`src/rtl/game_pkg.sv`:
```
// Shared game definitions: vertical-motion state encodings, screen geometry
// and the motion tick rate used by both the player and the platform scroller.
package game_pkg;

  typedef enum logic [1:0] {
    STAND = 2'd0,
    RISE  = 2'd1,
    FALL  = 2'd2,
    DEAD  = 2'd3
  } pstate_t;

  localparam logic [9:0] SCREEN_BOTTOM    = 10'd479;
  localparam int         TICK_DIV_DEFAULT = 840000;
  localparam int         TICK_W           = 20;

endpackage

```
`src/rtl/motion_tick.sv`:
```
// Free-running motion tick divider: tick pulses for one clk every DIV clocks.
// clear restarts the period so the next tick lands exactly DIV clocks later.
module motion_tick #(
  parameter int DIV = 840000,
  parameter int W   = 20
) (
  input  logic clk,
  input  logic rst,
  input  logic clear,
  output logic tick
);

  localparam logic [W-1:0] LAST = W'(DIV - 1);

  logic [W-1:0] count;

  assign tick = (count == LAST);

  always_ff @(posedge clk or posedge rst) begin
    if (rst)
      count <= '0;
    else if (clear || tick)
      count <= '0;
    else
      count <= count + 1'b1;
  end

endmodule

```
`src/rtl/player_vertical.sv`:
```
// Vertical motion of the climber: rides the platform while standing, runs a
// tick-stepped jump/gravity arc, and detects landing or falling off-screen.
//
// state | meaning
// STAND | feet glued to plataform_start every clk
// RISE  | moving up, speed decays by GRAVITY each tick
// FALL  | moving down, speed grows to MAX_FALL each tick
// DEAD  | fell off-screen; only rst leaves
module player_vertical
  import game_pkg::*;
#(
  parameter int         TICK_DIV = TICK_DIV_DEFAULT,
  parameter logic [5:0] JUMP_V   = 6'd12,
  parameter logic [5:0] GRAVITY  = 6'd1,
  parameter logic [5:0] MAX_FALL = 6'd12,
  parameter logic [9:0] PLAYER_H = 10'd40,
  parameter logic [9:0] START_Y  = 10'd400
) (
  input  logic       clk,
  input  logic       rst,
  input  logic       jump,
  input  logic [9:0] plataform_start,
  input  logic [9:0] plataform_end,
  output logic [9:0] player_bottom,
  output logic [9:0] player_top,
  output logic [1:0] state,
  output logic       landed,
  output logic       dead
);

  pstate_t    cur, nxt;
  logic [5:0] vel, vel_n;
  logic [9:0] pb_n;
  logic       landed_n;
  logic       jump_q;
  logic       jump_rise;
  logic       tick;
  logic       tick_clear;

  motion_tick #(
    .DIV (TICK_DIV),
    .W   (TICK_W)
  ) u_tick (
    .clk   (clk),
    .rst   (rst),
    .clear (tick_clear),
    .tick  (tick)
  );

  assign jump_rise  = jump & ~jump_q;
  assign state      = cur;
  assign dead       = (cur == DEAD);
  assign player_top = player_bottom - PLAYER_H;

  // Arc arithmetic is done one bit wider so nothing wraps near row 0 or 1023.
  logic [6:0]  fall_sum;
  logic [5:0]  fall_v;
  logic [10:0] fall_next;
  logic [5:0]  rise_v;
  logic        ceiling_hit;
  logic        plat_ok;
  logic        land_hit;

  assign fall_sum    = {1'b0, vel} + {1'b0, GRAVITY};
  assign fall_v      = (fall_sum > {1'b0, MAX_FALL}) ? MAX_FALL : fall_sum[5:0];
  assign fall_next   = {1'b0, player_bottom} + {5'd0, fall_v};
  assign rise_v      = (vel > GRAVITY) ? (vel - GRAVITY) : 6'd0;
  assign ceiling_hit = ({1'b0, player_bottom} < ({5'd0, vel} + {1'b0, PLAYER_H}));
  assign plat_ok     = (plataform_end >= plataform_start);
  assign land_hit    = plat_ok && (player_bottom <= plataform_start) &&
                       (fall_next >= {1'b0, plataform_start});

  always_ff @(posedge clk or posedge rst) begin
    if (rst) begin
      cur           <= STAND;
      player_bottom <= START_Y;
      vel           <= 6'd0;
      landed        <= 1'b0;
      jump_q        <= 1'b0;
    end else begin
      cur           <= nxt;
      player_bottom <= pb_n;
      vel           <= vel_n;
      landed        <= landed_n;
      jump_q        <= jump;
    end
  end

  always_comb begin
    nxt        = cur;
    pb_n       = player_bottom;
    vel_n      = vel;
    landed_n   = 1'b0;
    tick_clear = 1'b0;
    unique case (cur)
      STAND: begin
        pb_n = plataform_start;
        if (plataform_start > SCREEN_BOTTOM) begin
          pb_n = SCREEN_BOTTOM;
          nxt  = DEAD;
        end else if (jump_rise) begin
          vel_n      = JUMP_V;
          tick_clear = 1'b1;
          nxt        = RISE;
        end
      end
      RISE: begin
        if (tick) begin
          if (ceiling_hit) begin
            pb_n  = PLAYER_H;
            vel_n = 6'd0;
            nxt   = FALL;
          end else begin
            pb_n  = player_bottom - {4'd0, vel};
            vel_n = rise_v;
            if (rise_v == 6'd0)
              nxt = FALL;
          end
        end
      end
      FALL: begin
        if (tick) begin
          // Landing is checked first so a platform near the bottom still saves.
          if (land_hit) begin
            pb_n     = plataform_start;
            vel_n    = 6'd0;
            landed_n = 1'b1;
            nxt      = STAND;
          end else if (fall_next >= {1'b0, SCREEN_BOTTOM}) begin
            pb_n = SCREEN_BOTTOM;
            nxt  = DEAD;
          end else begin
            pb_n  = fall_next[9:0];
            vel_n = fall_v;
          end
        end
      end
      DEAD: begin
        nxt = DEAD;
      end
      default: nxt = STAND;
    endcase
  end

endmodule
```
`config.mk`:
```
export PLATFORM = sky130hd
export DESIGN_NAME = player_vertical
export DESIGN_NICKNAME = d
export VERILOG_FILES = /design/src/rtl/game_pkg.sv /design/src/rtl/motion_tick.sv /design/src/rtl/player_vertical.sv
export SDC_FILE = /design/constraint.sdc
export NUM_CORES = 1
export LEC_CHECK = 0
export ABC_CLOCK_PERIOD_IN_PS = 10000
export CORE_MARGIN = 8
export CORE_UTILIZATION = 64
export CTS_BUF_LIST = sky130_fd_sc_hd__clkbuf_8
export DETAILED_ROUTE_END_ITERATION = 8
export PLACE_DENSITY = 0.95
export SLEW_MARGIN = 20
export SYNTH_ARGS = -nofsm -noshare
export SYNTH_HDL_FRONTEND = slang
export SYNTH_SLANG_ARGS = --single-unit
```
`constraint.sdc`:
```
create_clock -name clk -period 10 [get_ports clk]
set_clock_uncertainty 0.05 [all_clocks]
set_input_delay 2 -clock clk [delete_from_list [all_inputs] [get_ports clk]]
set_output_delay 2 -clock clk [all_outputs]
set_load 0.05 [all_outputs]
```
Word level (Yosys, flattened, before mapping)
Cells that the tools add are included.
Widths: inputs -> output; s select.

storage, ports and cells
  bits of input ports = 23
  output and inout bits = 24
  flip-flop bits (word level) = 40
  logic and storage cells = 77

cells by class
  bitwise gates (word level) = 2
  add/subtract/negate cells = 7
  magnitude comparators = 8
  reduce and logical (&&, ||, !) cells = 9
  muxes and demuxes = 33
  equal/unequal tests = 12

operator list
  operator               count
  $mux 10                6
  $mux 6                 9
  $pmux 10 s3            1
  $add 20x1->20 const B  1
  $eq 20x20->1 const B   1
  $mux 20                1
  $pmux 6 s3             1
  $mux 2                 8
  $ne 3x3->1 const B     4
  $add 10x6->11          1
  $ge 11x10->1           1
  $ge 11x9->1 const B    1
  $ge 10x10->1           1
  $gt 10x9->1 const B    1
  $le 10x10->1           1
  $lt 10x7->1            1
  $sub 10x6->10          1
  $sub 10x6->10 const B  1
  $pmux 2 s4             1
  $add 6x1->7 const B    1
  $add 6x6->7 const B    1
  $gt 7x4->1 const B     1
  $gt 6x1->1 const B     1
  $logic_not 6->1        1
  other kinds (15)       24

Longest topological paths before layout
  word-level depth = 9
  mapped depth = 22
  depth with buffers taken out = 21

By module
Synthesis repeated with hierarchy kept, for this count alone.

unflattened totals
  cell total of the unflattened synthesis = 529
  area total of the unflattened synthesis = 4406.7 µm²

by module, submodules not included
  module           area an instance (µm²)  cells an instance  seq. area each (µm²)  instances
  player_vertical  3316.9                  417                504.2                 1
  motion_tick      1089.8                  112                500.5                 1

Worst setup path after synthesis
Ideal clock, no wire load.

  path type = register to register
  start point = register vel[0]
  end point = register vel[0]
  slack = 5.068 ns
  clock period less this slack = 4.932 ns
  stages on the path, launching flop included = 23
  library setup time = 0.125 ns
  data arrival time = 4.757 ns
  cell sequence = dfrtp_1 clkbuf_1 nand3_1 or4b_1 o21ai_0 a32o_1 and3_1 ha_1 fa_1 a21oi_1 o21ai_1 a21oi_1 xor2_1 inv_1 ha_1 a21oi_1 o21ai_0 a21oi_1 o211ai_1 and3_1 clkbuf_1 o31ai_4 mux2_4

on the way
  word-level cells in the longest chain between the ends = 9

ends and longest elaborated chain
  what                      line                    text
  start: declaration        player_vertical.sv:32   logic [5:0] vel, vel_n;
  start signal: assignment  player_vertical.sv:83   vel <= vel_n;
  $add 6x1->7               player_vertical.sv:64   assign fall_sum = {1'b0, vel} + {1'b0, GRAVITY};
  $gt 7x4->1                player_vertical.sv:65   assign fall_v = (fall_sum > {1'b0, MAX_FALL}) ? MAX_FALL : fall_sum[5:0];
  $mux 6                    player_vertical.sv:65
  $add 10x6->11             player_vertical.sv:66   assign fall_next = {1'b0, player_bottom} + {5'd0, fall_v};
  $ge 11x10->1              player_vertical.sv:71   (fall_next >= {1'b0, plataform_start});
  $logic_and 1x1->1         player_vertical.sv:70   assign land_hit = plat_ok && (player_bottom <= plataform_start) &&
  $mux 6                    player_vertical.sv:124  if (land_hit) begin
  $mux 6                    player_vertical.sv:122  if (tick) begin
  $pmux 6 s3                player_vertical.sv:95   unique case (cur)

Parallel ways exist; a longest one is shown, timed or not. The select of a mux whose other input is x is not followed.
A chain may end at the register's enable or synchronous reset.

Worst setup path in the final report
  start point = register vel[3]
  end point = register vel[1]

The elaborated chain is that of the path after synthesis.

==> results.md <==
Critical path:
- The category of cells accounting for the largest share of critical-path delay is compound AO/OA/AOI/OAI gates.
- STA puts the critical path data arrival time at slightly below 6000 ps.
- The worst setup path is captured at a flop.
- The most repeated library cell on the critical path is sky130_fd_sc_hd__a21oi_1.
- The largest individual stage delay along the critical path comes from the cell sky130_fd_sc_hd__dfrtp_1.
- The delay of the slowest critical-path stage is around 550 ps.
- The worst register-to-register path begins at vel[3].
- The buffer and inverter count on the worst path is 1.
- The count of cells along the worst register-to-register path is 21.
- The critical path goes through ha_1 > nand3_1 > or4b_1 > o21ai_0 > a32o_1 > and3_1 > ha_1 > fa_1 > a21oi_1 > o21ai_1 > a21oi_1 > xor2_1 > inv_1 > ha_1 > a21oi_1 > o21ai_0 > a21oi_1 > o211ai_1 > and3_1 > o31ai_4 > mux2_4.
- The critical path runs through a total of 21 cells.
- The worst setup path is of the flop to flop kind.
- Along the worst path, the maximum fanout reaches 10.
- The type of origin of the critical path is a flop.
- The most critical setup path has its startpoint at vel[3].
- The worst path required time is between 10000 and 15000 ps.

Timing:
- After layout, the worst path uses a little under three fifths of the clock period.
- The number of pins with negative max-slew slack in the final report came to 0.
- The slew at the pin with the worst max-slew slack is a little under 900 ps.
- The worst path in the final design needs a cycle of around 5700 ps, including I/O delays and setup.
- Setup repair after global routing left no endpoint under its margin.
- Final hold analysis gives a worst-case slack of ~450 ps.
- Summed over all failing endpoints, the final setup total negative slack is 0 ps.
- The number of endpoints failing setup at the final stage is 0.
- Headroom to the max-slew limit came out at about two fifths.
- The count of endpoints failing hold in the final timing report is 0.
- The fmax is 176 MHz.

Yosys:
- By count the netlist is led by 60 x sky130_fd_sc_hd__ha_1, 42 x sky130_fd_sc_hd__nor2_1, 41 x sky130_fd_sc_hd__inv_1.
- A synthesized cell averages ~8.3 um2.
- The mapped netlist covers around 4200 um2.
- The share of flip-flops with an asynchronous set or reset is between 90% and 100%.
- By area the synthesized netlist is led by sky130_fd_sc_hd__dfrtp_1 22%, sky130_fd_sc_hd__ha_1 18%, sky130_fd_sc_hd__xnor2_1 3.9%.
- The Yosys warning count is 0.
- Summed over its instances, the top area cell type makes up about 22% of the synthesized netlist area.
- The dominant cell type by area after synthesis is sky130_fd_sc_hd__dfrtp_1.
- The flip-flop and latch count after synthesis is 40.
- The cell with the most instances after synthesis is sky130_fd_sc_hd__ha_1.
- The predominant post-synthesis flop cell is sky130_fd_sc_hd__dfrtp_1.
- After synthesis, flip-flops and latches occupy between 20% and 30% of the total area.
- The number of different library cells used by synthesis comes to 71.
- In this run, synthesis inferred 0 flip-flops with an integrated enable.
- In the synthesized netlist, the number of instances is slightly above 500.

Clock tree:
- The clock tree synthesis step divided the H-tree into 2 levels.
- The total clock buffers created by CTS is 5.
- The post-CTS setup buffer count is 0.
- TritonCTS built the clock tree.
- The master cell of the clock root buffer is sky130_fd_sc_hd__clkbuf_8.
- The number of sinks on the clock net is 40.
- Post-CTS repair changed the size of 0 cells.
- The clock passes through at most 2 buffers.
- The post-cts hold buffer count is 0.
- The source-to-sink clock delay at the later pin of the worst-skew pair is a little under 300 ps.
- The clock input transition at the sequential cells of the worst setup and hold paths is 80 ps.

Placed design:
- Buffers placed on the I/O ports in this run total 46.
- The final RePlAce weighted congestion is roughly 0.99.
- After legalization and detailed placement, the total HPWL measured about 9.2 mm.

Finish:
- The net count reported at finish is about 630.
- For this run, the share of the core covered by cells in the final layout is between 70% and 80%.
- The fill cell total of the finished layout is between 400 and 500.
- Summing all multi-input logic gate instances after layout gives approximately 3000 um2.
- The fraction of layout cells with a size suffix above 1 is approximately 4.4%.
- The number of antenna diodes in the final layout is 0.
- The total area of sequential cells is 1000 um2.
- Relative to the synthesized area, the layout overhead comes to 13.5%.

Detailed routing:
- The via-per-instance ratio is roughly 6.6.
- The iteration-0 DRC count of the detailed router is about 370.
- The detailed-route via count is slightly above 4000.
- After detailed routing, the total wire length is around 12 mm.
- The detail route stage leaves a number of antenna-violating nets equal to 0.
- The number of detailed-route iterations in the first pass is 5.
- Dividing the detail-routed wire length by the instance count gives 18.8 um.
- The residual DRC count is 0.

Die:
- The die outline height is between 90 and 100 um.
- The number of primary I/O pins is 47.
- The horizontal die dimension is between 90 and 100 um.
- Row generation in the floorplan step produced 29 rows.
- The effective utilization at floorplan is roughly two thirds.
- The die covers 9470 um2.
- The total area inside the core boundary comes to 6390 um2.

Worst hold path:
- The worst hold path begins at u_tick.count[0].
- The class of the tightest hold or removal check is flop to flop.
- The cell count of the worst hold path is 1.

GRT:
- The number of global-route vias before repair is ~4100.
- For this run the aggregate overflow at the end of global routing stands at 0.
- The all-layer global routing usage is about a quarter.
- Entering global routing, the biggest net connects 41 pins.
- The wire length of the first global-routing pass is between 15 and 20 mm.
- The number of antenna violations at the first check in global routing is 0.

Job:
- The number of max-capacitance violations reported is 0.

Run status:
- The run finished with clean final reports.
## worst paths after layout
kind	to	slack (ps)
worst max-delay path	vel[1]	4320
worst min-delay path	u_tick.count[0]	450
worst max register to register	vel[1]	4320
worst min register to register	u_tick.count[0]	450
max in group asynchronous	player_bottom[7]	7440
min in group asynchronous	u_tick.count[1]	2100
## kinds of logic (layout without fill, tap and decap cells)
group | after synthesis | after routing | share of synthesized area [%]
simple gates | 158 | 158 | 18.5
compound gates | 138 | 138 | 22.2
fa+ha+maj | 62 | 62 | 18.7
mux | 13 | 13 | 3.43
xor+xnor | 38 | 38 | 8.04
buf+inv | 57 | 95 | 5.35
other cells | 1 | 2 | 0.0886
flops | 40 | 40 | 23.7
## layout make-up
cell class	count	area share, %
repair buffers	47	9.74
multi-input cells	411	62.5
well taps	77	2.01
clock buffers	5	1.43
flip-flops and latches	40	20.9
inverters	41	3.20
clock inverters	2	0.182
## per-stage QoR
stage / instances / setup WS [ps] / area [um2]
4_1_cts: 623 / 4400 / 4800
2_1_floorplan: 508 / 5070 / 4240
3_5_place_dp: 616 / 4450 / 4730
5_1_grt: 623 / 3950 / 4800
3_3_place_gp: 616 / 4710 / 4730
6_report: 623 / 4320 / 4800
## layer usage
layer,routed length [um],global-route usage [%],up-vias
met5,0,0,-
li1,-,-,1918
met4,233,7.69,0
met2,5520,40.6,223
met3,1090,5.12,25
met1,4890,31.5,1921
## worst reg2reg max path, delay by kind of cell (launching register included)
family | cells | cell delay (ps)
XOR/XNOR | 1 | 380
flip-flops | 1 | 550
buffers and inverters | 1 | 100
adder cells (fa/ha/maj) | 4 | 1200
AND/OR/NAND/NOR | 4 | 880
multiplexers | 1 | 340
AO/OA/AOI/OAI | 10 | 2070
## cells in the final DEF (no fill, tap or decap), types with 4 or more instances in the layout
| cell type | Yosys | final |
|---|---|---|
| sky130_fd_sc_hd__nand4_1 | 8 | 8 |
| sky130_fd_sc_hd__nor4_1 | 4 | 4 |
| sky130_fd_sc_hd__ha_1 | 60 | 60 |
| sky130_fd_sc_hd__o211ai_1 | 7 | 7 |
| sky130_fd_sc_hd__nor2b_1 | 4 | 4 |
| sky130_fd_sc_hd__xnor2_1 | 19 | 19 |
| sky130_fd_sc_hd__nor3_1 | 8 | 8 |
| sky130_fd_sc_hd__nand2_1 | 39 | 39 |
| sky130_fd_sc_hd__a21oi_1 | 31 | 31 |
| sky130_fd_sc_hd__a21o_1 | 6 | 6 |
| sky130_fd_sc_hd__o21a_1 | 6 | 6 |
| sky130_fd_sc_hd__dfrtp_1 | 37 | 37 |
| sky130_fd_sc_hd__o21ai_0 | 29 | 29 |
| sky130_fd_sc_hd__clkbuf_8 | 0 | 5 |
| sky130_fd_sc_hd__xor2_1 | 18 | 18 |
| sky130_fd_sc_hd__nor2_1 | 42 | 42 |
| sky130_fd_sc_hd__a211oi_1 | 7 | 7 |
| sky130_fd_sc_hd__nand3_1 | 15 | 15 |
| sky130_fd_sc_hd__and3_1 | 11 | 11 |
| sky130_fd_sc_hd__o22ai_1 | 6 | 6 |
| sky130_fd_sc_hd__o21ai_1 | 6 | 6 |
| sky130_fd_sc_hd__nand2b_1 | 8 | 8 |
| sky130_fd_sc_hd__inv_1 | 41 | 42 |
| sky130_fd_sc_hd__clkdlybuf4s50_1 | 0 | 46 |
| sky130_fd_sc_hd__mux2i_1 | 10 | 10 |
## registers in the layout, summed over array words and instances, names as in the netlist
signal / count
u_tick.count: 20
player_bottom: 10
vel: 6
state: 2
jump_q: 1
landed: 1
Power is not shown: default switching activity piles up to over one toggle a cycle in this logic, so the estimate is an artifact.
